## src/rtl/audplay_pkg.sv

```systemverilog
// audplay_pkg: bus widths, register map, status bits and link states for the audio playback block
package audplay_pkg;

    localparam int ADP_VA_WIDTH  = 3;
    localparam int BUS_WIDTH     = 32;
    localparam int BUS_ACC_WIDTH = 2;

    localparam logic [BUS_ACC_WIDTH-1:0] BUS_ACC_1B = 2'd0;
    localparam logic [BUS_ACC_WIDTH-1:0] BUS_ACC_4B = 2'd2;

    localparam logic [ADP_VA_WIDTH-1:0] REG_SDR = 3'd0;
    localparam logic [ADP_VA_WIDTH-1:0] REG_SR  = 3'd4;

    localparam int SR_EMPTY     = 0;
    localparam int SR_FULL      = 1;
    localparam int SR_UNDERRUN  = 2;
    localparam int SR_LEVEL_LSB = 4;

    localparam int FRAME_HALF  = 64;
    localparam int SAMPLE_BITS = 24;

    typedef enum logic [1:0] {
        LINK_IDLE = 2'd0,
        LINK_LOW  = 2'd1,
        LINK_HIGH = 2'd2
    } link_state_e;

    // Status word as software sees it; unused bits read as zero.
    function automatic logic [BUS_WIDTH-1:0] sr_pack(input logic empty, input logic full,
                                                     input logic underrun, input logic [3:0] level);
        logic [BUS_WIDTH-1:0] sr;
        sr = '0;
        sr[SR_EMPTY] = empty;
        sr[SR_FULL] = full;
        sr[SR_UNDERRUN] = underrun;
        sr[SR_LEVEL_LSB +: 4] = level;
        return sr;
    endfunction

endpackage

```

## src/rtl/audplay_fifo.sv

```systemverilog
// audplay_fifo: FIFO_DEPTH x 24-bit sample FIFO with the head visible combinationally
module audplay_fifo
    import audplay_pkg::*;
#(
    parameter int FIFO_DEPTH = 4
) (
    input  logic                          clk,
    input  logic                          rstn,
    input  logic                          push,
    input  logic                          pop,
    input  logic [SAMPLE_BITS-1:0]        din,
    output logic [SAMPLE_BITS-1:0]        dout,
    output logic [$clog2(FIFO_DEPTH):0]   level,
    output logic                          empty,
    output logic                          full
);

    localparam int AW = $clog2(FIFO_DEPTH);
    localparam int LW = AW + 1;

    logic [SAMPLE_BITS-1:0] mem_q [FIFO_DEPTH];
    logic [AW-1:0]          wr_q;
    logic [AW-1:0]          rd_q;
    logic [LW-1:0]          level_q;

    // Storage is not reset: clearing the pointers is enough to discard contents.
    always_ff @(posedge clk) begin
        if (push) mem_q[wr_q] <= din;
    end

    // Pointers wrap naturally because the depth is a power of two.
    always_ff @(posedge clk or negedge rstn) begin
        if (!rstn) begin
            wr_q <= '0;
            rd_q <= '0;
            level_q <= '0;
        end else begin
            if (push) wr_q <= wr_q + AW'(1);
            if (pop) rd_q <= rd_q + AW'(1);
            level_q <= level_q + LW'(push) - LW'(pop);
        end
    end

    assign dout  = mem_q[rd_q];
    assign level = level_q;
    assign empty = level_q == '0;
    assign full  = level_q == LW'(FIFO_DEPTH);

endmodule

```

## src/rtl/audplay_controller.sv

```systemverilog
// audplay_controller: bus-fed sample FIFO driving a clock-master three-wire serial audio link
module audplay_controller
    import audplay_pkg::*;
#(
    parameter int PRIMARY_DIV = 26,
    parameter int FIFO_DEPTH  = 4
) (
    input  logic                     clk,
    input  logic                     rstn,
    input  logic [ADP_VA_WIDTH-1:0]  addr,
    input  logic                     w_rb,
    input  logic [BUS_ACC_WIDTH-1:0] acc,
    output logic [BUS_WIDTH-1:0]     rdata,
    input  logic [BUS_WIDTH-1:0]     wdata,
    input  logic                     req,
    output logic                     resp,
    output logic                     fault,
    output logic                     sck,
    output logic                     ws,
    output logic                     sd
);

    localparam int DW = $clog2(PRIMARY_DIV);
    localparam int LW = $clog2(FIFO_DEPTH) + 1;

    logic [DW-1:0]          div_q, div_d;
    link_state_e            state_q, state_d;
    logic [5:0]             count_q, count_d;
    logic [SAMPLE_BITS-1:0] hold_q, hold_d;
    logic                   underrun_q, underrun_d;
    logic                   resp_q;
    logic [BUS_WIDTH-1:0]   rdata_q, rdata_d;

    logic                   tick;
    logic                   load;
    logic                   wr_ok;
    logic                   rd_ok;
    logic                   pop;
    logic [SAMPLE_BITS-1:0] fifo_dout;
    logic [LW-1:0]          fifo_level;
    logic                   fifo_empty;
    logic                   fifo_full;
    logic [4:0]             bit_idx;
    logic                   unused_wdata;

    assign unused_wdata = ^wdata[BUS_WIDTH-1:SAMPLE_BITS];

    // Only 4-byte SDR writes with room (registered full) and 4-byte SR reads are legal.
    always_comb begin
        wr_ok = req && acc == BUS_ACC_4B && w_rb && addr == REG_SDR && !fifo_full;
        rd_ok = req && acc == BUS_ACC_4B && !w_rb && addr == REG_SR;
        fault = req && !(wr_ok || rd_ok);
    end

    audplay_fifo #(.FIFO_DEPTH(FIFO_DEPTH)) u_fifo (
        .clk   (clk),
        .rstn  (rstn),
        .push  (wr_ok),
        .pop   (pop),
        .din   (wdata[SAMPLE_BITS-1:0]),
        .dout  (fifo_dout),
        .level (fifo_level),
        .empty (fifo_empty),
        .full  (fifo_full)
    );

    // Tick divider: one link tick every PRIMARY_DIV clocks, first tick right after reset.
    always_comb begin
        tick = div_q == '0;
        div_d = (div_q == DW'(PRIMARY_DIV - 1)) ? '0 : div_q + DW'(1);
    end

    // Link FSM: 64 ticks per state; leaving IDLE or HIGH into LOW loads a new sample.
    always_comb begin
        state_d = state_q;
        count_d = count_q;
        load = 1'b0;
        if (tick) begin
            count_d = count_q + 6'd1;
            if (count_q == 6'(FRAME_HALF - 1)) begin
                state_d = (state_q == LINK_LOW) ? LINK_HIGH : LINK_LOW;
                load = state_q != LINK_LOW;
            end
        end
    end

    // Sample hold, sticky underrun (a same-cycle set beats the read clear) and read data.
    always_comb begin
        pop = load && !fifo_empty;
        hold_d = load ? (fifo_empty ? '0 : fifo_dout) : hold_q;
        underrun_d = (load && fifo_empty) || (underrun_q && !rd_ok);
        rdata_d = rd_ok ? sr_pack(fifo_empty, fifo_full, underrun_q, 4'(fifo_level)) : rdata_q;
    end

    // Registered state of the divider, link, sample path and bus response.
    always_ff @(posedge clk or negedge rstn) begin
        if (!rstn) begin
            div_q <= '0;
            state_q <= LINK_IDLE;
            count_q <= '0;
            hold_q <= '0;
            underrun_q <= 1'b0;
            resp_q <= 1'b0;
            rdata_q <= '0;
        end else begin
            div_q <= div_d;
            state_q <= state_d;
            count_q <= count_d;
            hold_q <= hold_d;
            underrun_q <= underrun_d;
            resp_q <= wr_ok || rd_ok;
            rdata_q <= rdata_d;
        end
    end

    // Each bit occupies a count pair (2k, 2k+1), so sd moves only as sck falls.
    always_comb begin
        bit_idx = 5'd24 - count_q[5:1];
        sck = (state_q == LINK_IDLE) || count_q[0];
        ws = (state_q == LINK_IDLE) || (state_q == LINK_HIGH);
        sd = (state_q != LINK_IDLE && count_q >= 6'd2 && count_q <= 6'(2 * SAMPLE_BITS + 1))
             ? hold_q[bit_idx] : 1'b0;
    end

    assign resp  = resp_q;
    assign rdata = rdata_q;

endmodule
```

## config.mk

```make
export PLATFORM = sky130hd
export DESIGN_NAME = audplay_controller
export DESIGN_NICKNAME = d
export VERILOG_FILES = /design/src/rtl/audplay_pkg.sv /design/src/rtl/audplay_fifo.sv /design/src/rtl/audplay_controller.sv
export SDC_FILE = /design/constraint.sdc
export NUM_CORES = 1
export LEC_CHECK = 0
export ABC_AREA = 1
export CORE_MARGIN = 1
export CORE_UTILIZATION = 56
export CTS_CLUSTER_SIZE = 20
export DETAILED_ROUTE_END_ITERATION = 10
export GPL_ROUTABILITY_DRIVEN = 0
export PLACE_DENSITY = 0.8
export SLEW_MARGIN = 40
export SYNTH_ARGS = -nofsm -noshare
export SYNTH_HDL_FRONTEND = slang
export SYNTH_SLANG_ARGS = --single-unit
export TNS_END_PERCENT = 100
```

## constraint.sdc

```tcl
create_clock -name clk -period 3 [get_ports clk]
set_clock_uncertainty 0.05 [all_clocks]
set_input_delay 0.6 -clock clk [delete_from_list [all_inputs] [get_ports clk]]
set_output_delay 0.6 -clock clk [all_outputs]
set_load 0.005 [all_outputs]
```

==> out/qor.yml <==
status:
  status: "completed"
sta:
  setup_tns_ps: 0
  maxSlewHeadroom: 0.459
  whs_ps: 158
  setup_viol: 0
  layout_min_cycle_time_ps: 2820
  slew_viol_final: 0
  clock.fmax_ghz: 0.355
  rsz0062_at_grt: "no"
  tightest_slew_ps: 811
  finalWorstSetupSlack_ps: 185
  min_period_over_period: 0.938
  hold_violations: 0
cts:
  root_buffer: "clkbuf_16"
  clock_path_buffers: 2
  cts_tree: "yes"
  worst_skew_pair.late_latency_ps: 420
  path_clk_slew_ps: 60
  htree_num_levels: 4
  numCtsBuffers: 17
  cts.sinks: 148
die:
  start_util: 0.575
  die_y_um: 110
  io_pins: 78
  die_w_um: 110
  dieArea_um2: 12200
  core_um2: 11400
  core.rowCount: 39
synthesis:
  synthArstFlopShare: 0.351
  ys.flop_type: "edfxtp_1"
  yosysWarningCount: 0
  yosys-top-cells-count: "nand2_1, edfxtp_1, nand3_1, dfrtp_1, inv_1"
  netlist_area_um2: 6570
  synth_top_area_share: 0.439
  synth_edf_count: 96
  synth_area_leaders: "edfxtp_1, dfrtp_1, nand2_1"
  synthCells: 611
  ys_ff_latch: 148
  yosysSeqAreaShare: 0.637
  synth_top_area_cell: "edfxtp_1"
  yosysMostFrequentCell: "nand2_1"
  synth.distinct_cells: 35
  avgSynthCellArea_um2: 10.7
grt:
  busiest_layer: "met2"
  grt_usage: 0.222
  grt_pass1_wl_um: 19800
  grt_pass1_vias: 4125
  grtUsageMet3: 0.0464
  grtUsageMet2: 0.378
  antenna_found_initial: 0
  grt_overflow: 0
  met1_usage: 0.270
  grt_max_degree: 51
cells_and_area:
  drive_gt1_frac: 0.0997
  register_area_um2: 4180
  stdcell_count: 815
  fill_cells: 829
  syn2layout_area_growth_pct: 17.1
  finalNetCount: 716
  multiInputGateArea_um2: 2010
  diodes: 0
pwr:
  seqPwrFrac: 0.498
  netSwitchingPower_w: 0.000906
  pwr-share-comb: 0.041
  clkPwrFrac: 0.461
  ir_drop_uv: 502
  switching_share: 0.201
  p_per_area_nw_per_um2: 585
  leakagePower_nw: 3.22
  p_int_w: 0.00359
critical_path:
  end_kind: "output pin"
  worstSetupStartpointType: "input pin"
  worstPathRequired_ps: 2350
  timing.rr.end: "u_fifo.level[2]"
  crit_fanout: 3
  reg2reg_from: "div_q[0]"
  worstSetupPathType: "input pin to output pin"
  r2r_slack_ps: 330
  arrival_ps: 2170
  reg2reg_depth: 13
routing:
  routed_wire_length_per_instance_um: 15.1
  drt-vias-per-instance: 5.39
  ant_nets: 0
  totalWireLength_um: 12300
  drt_pre_antenna_iters: 5
  via_count: 4391
  drtIter0Drc: 286
  route.detailed.drc: 0
worst_hold_path:
  hold_path_class: "input pin to async pin"
run:
  max_cap_violations: 0
placement:
  io_buffers: 43
  dp.cells: 782
  dp_slack_ps: 206
  dp_hpwl_um: 7450
area by class of cell:
class,instances,area share
Clock buffer,21,0.0573
Inverter,40,0.0202
Multi-Input combinational cell,395,0.261
Clock inverter,11,0.0176
Timing Repair Buffer,57,0.0763
Tap cell,143,0.0233
Sequential cell,148,0.544
repair_timing:
item,CTS,global route
setup buffers,1,0
hold buffers,0,0
resized for setup,2,4
setup endpoints to repair,1,1
stage by stage:
| stage | utilization | cell area [um2] | total power (W) |
|---|---|---|---|
| 2_1_floorplan | - | 6660 | 0.00237 |
| 3_3_place_gp | 0.621 | 7090 | 0.00245 |
| 3_5_place_dp | 0.621 | 7090 | 0.00246 |
| 4_1_cts | 0.672 | 7680 | 0.00451 |
| 5_1_grt | 0.673 | 7690 | 0.00462 |
| 6_report | 0.673 | 7690 | 0.00450 |
placed cells by master (no fill, tap or decap), types with 4 or more instances in the layout:
master | Yosys | routed
o21ai_1 | 21 | 21
clkbuf_1 | 8 | 4
a21oi_1 | 28 | 28
edfxtp_1 | 96 | 96
clkdlybuf4s50_1 | 0 | 41
dfrtp_1 | 52 | 52
buf_4 | 27 | 9
o21ai_0 | 13 | 13
ha_1 | 15 | 15
inv_2 | 4 | 6
xor2_1 | 11 | 11
nand4_1 | 10 | 10
clkbuf_16 | 0 | 17
nor2_1 | 16 | 11
nand3_1 | 67 | 67
nor2_2 | 1 | 6
buf_12 | 0 | 4
inv_1 | 35 | 33
nand2_1 | 167 | 166
conb_1 | 1 | 26
kinds of logic after synthesis:
logic type,Yosys count,share of synthesized area
flip-flops,148,0.637
buffers and inverters,93,0.0737
adder cells (fa/ha/maj),16,0.0316
XOR/XNOR,13,0.0173
AO/OA/AOI/OAI,63,0.0482
other,1,0.000571
AND/OR/NAND/NOR,277,0.191
how the worst max path moves through the flow:
stage | startpoint | end | slack (ps) | cells past startpoint
2_1_floorplan | addr[1] | u_fifo.mem_q[0][0] | 330 | 4
3_3_place_gp | addr[1] | fault | 240 | 7
3_5_place_dp | addr[1] | fault | 210 | 7
4_1_cts | count_q[2] | sd | 10 | 11
5_1_grt | addr[1] | fault | 110 | 7
6_report | addr[1] | fault | 180 | 7
power by group through the flow:
stage / registers (W) / logic (W) / clock network (W)
3_3_place_gp: 0.00228 / 0.000174 / 0
3_5_place_dp: 0.00228 / 0.000185 / 0
4_1_cts: 0.00224 / 0.000187 / 0.00208
6_report: 0.00224 / 0.000185 / 0.00207
5_1_grt: 0.00224 / 0.000211 / 0.00217
2_1_floorplan: 0.00227 / 0.0000967 / 0
worst max-delay path: stages:
cell             delay, ps
clkdlybuf4s50_1        390
or2_1                  250
nor3b_2                240
nand2_1                110
nand2_1                100
nor2_1                  50
clkdlybuf4s50_1        430
registers in the layout, summed over array words and instances (netlist names), 2 cells and up:
| name | flops |
|---|---|
| count_q | 6 |
| div_q | 5 |
| hold_q | 24 |
| rdata | 6 |
| state_q | 2 |
| u_fifo.level | 3 |
| u_fifo.mem_q | 96 |
| u_fifo.rd_q | 2 |
| u_fifo.wr_q | 2 |
layer usage:
layer / share of wire / vias up
li1: - / 2101
met1: 0.42 / 2146
met2: 0.52 / 118
met3: 0.040 / 26
met4: 0.025 / 0
met5: 0 / -
Note: power is estimated with default switching activity, not from simulation.
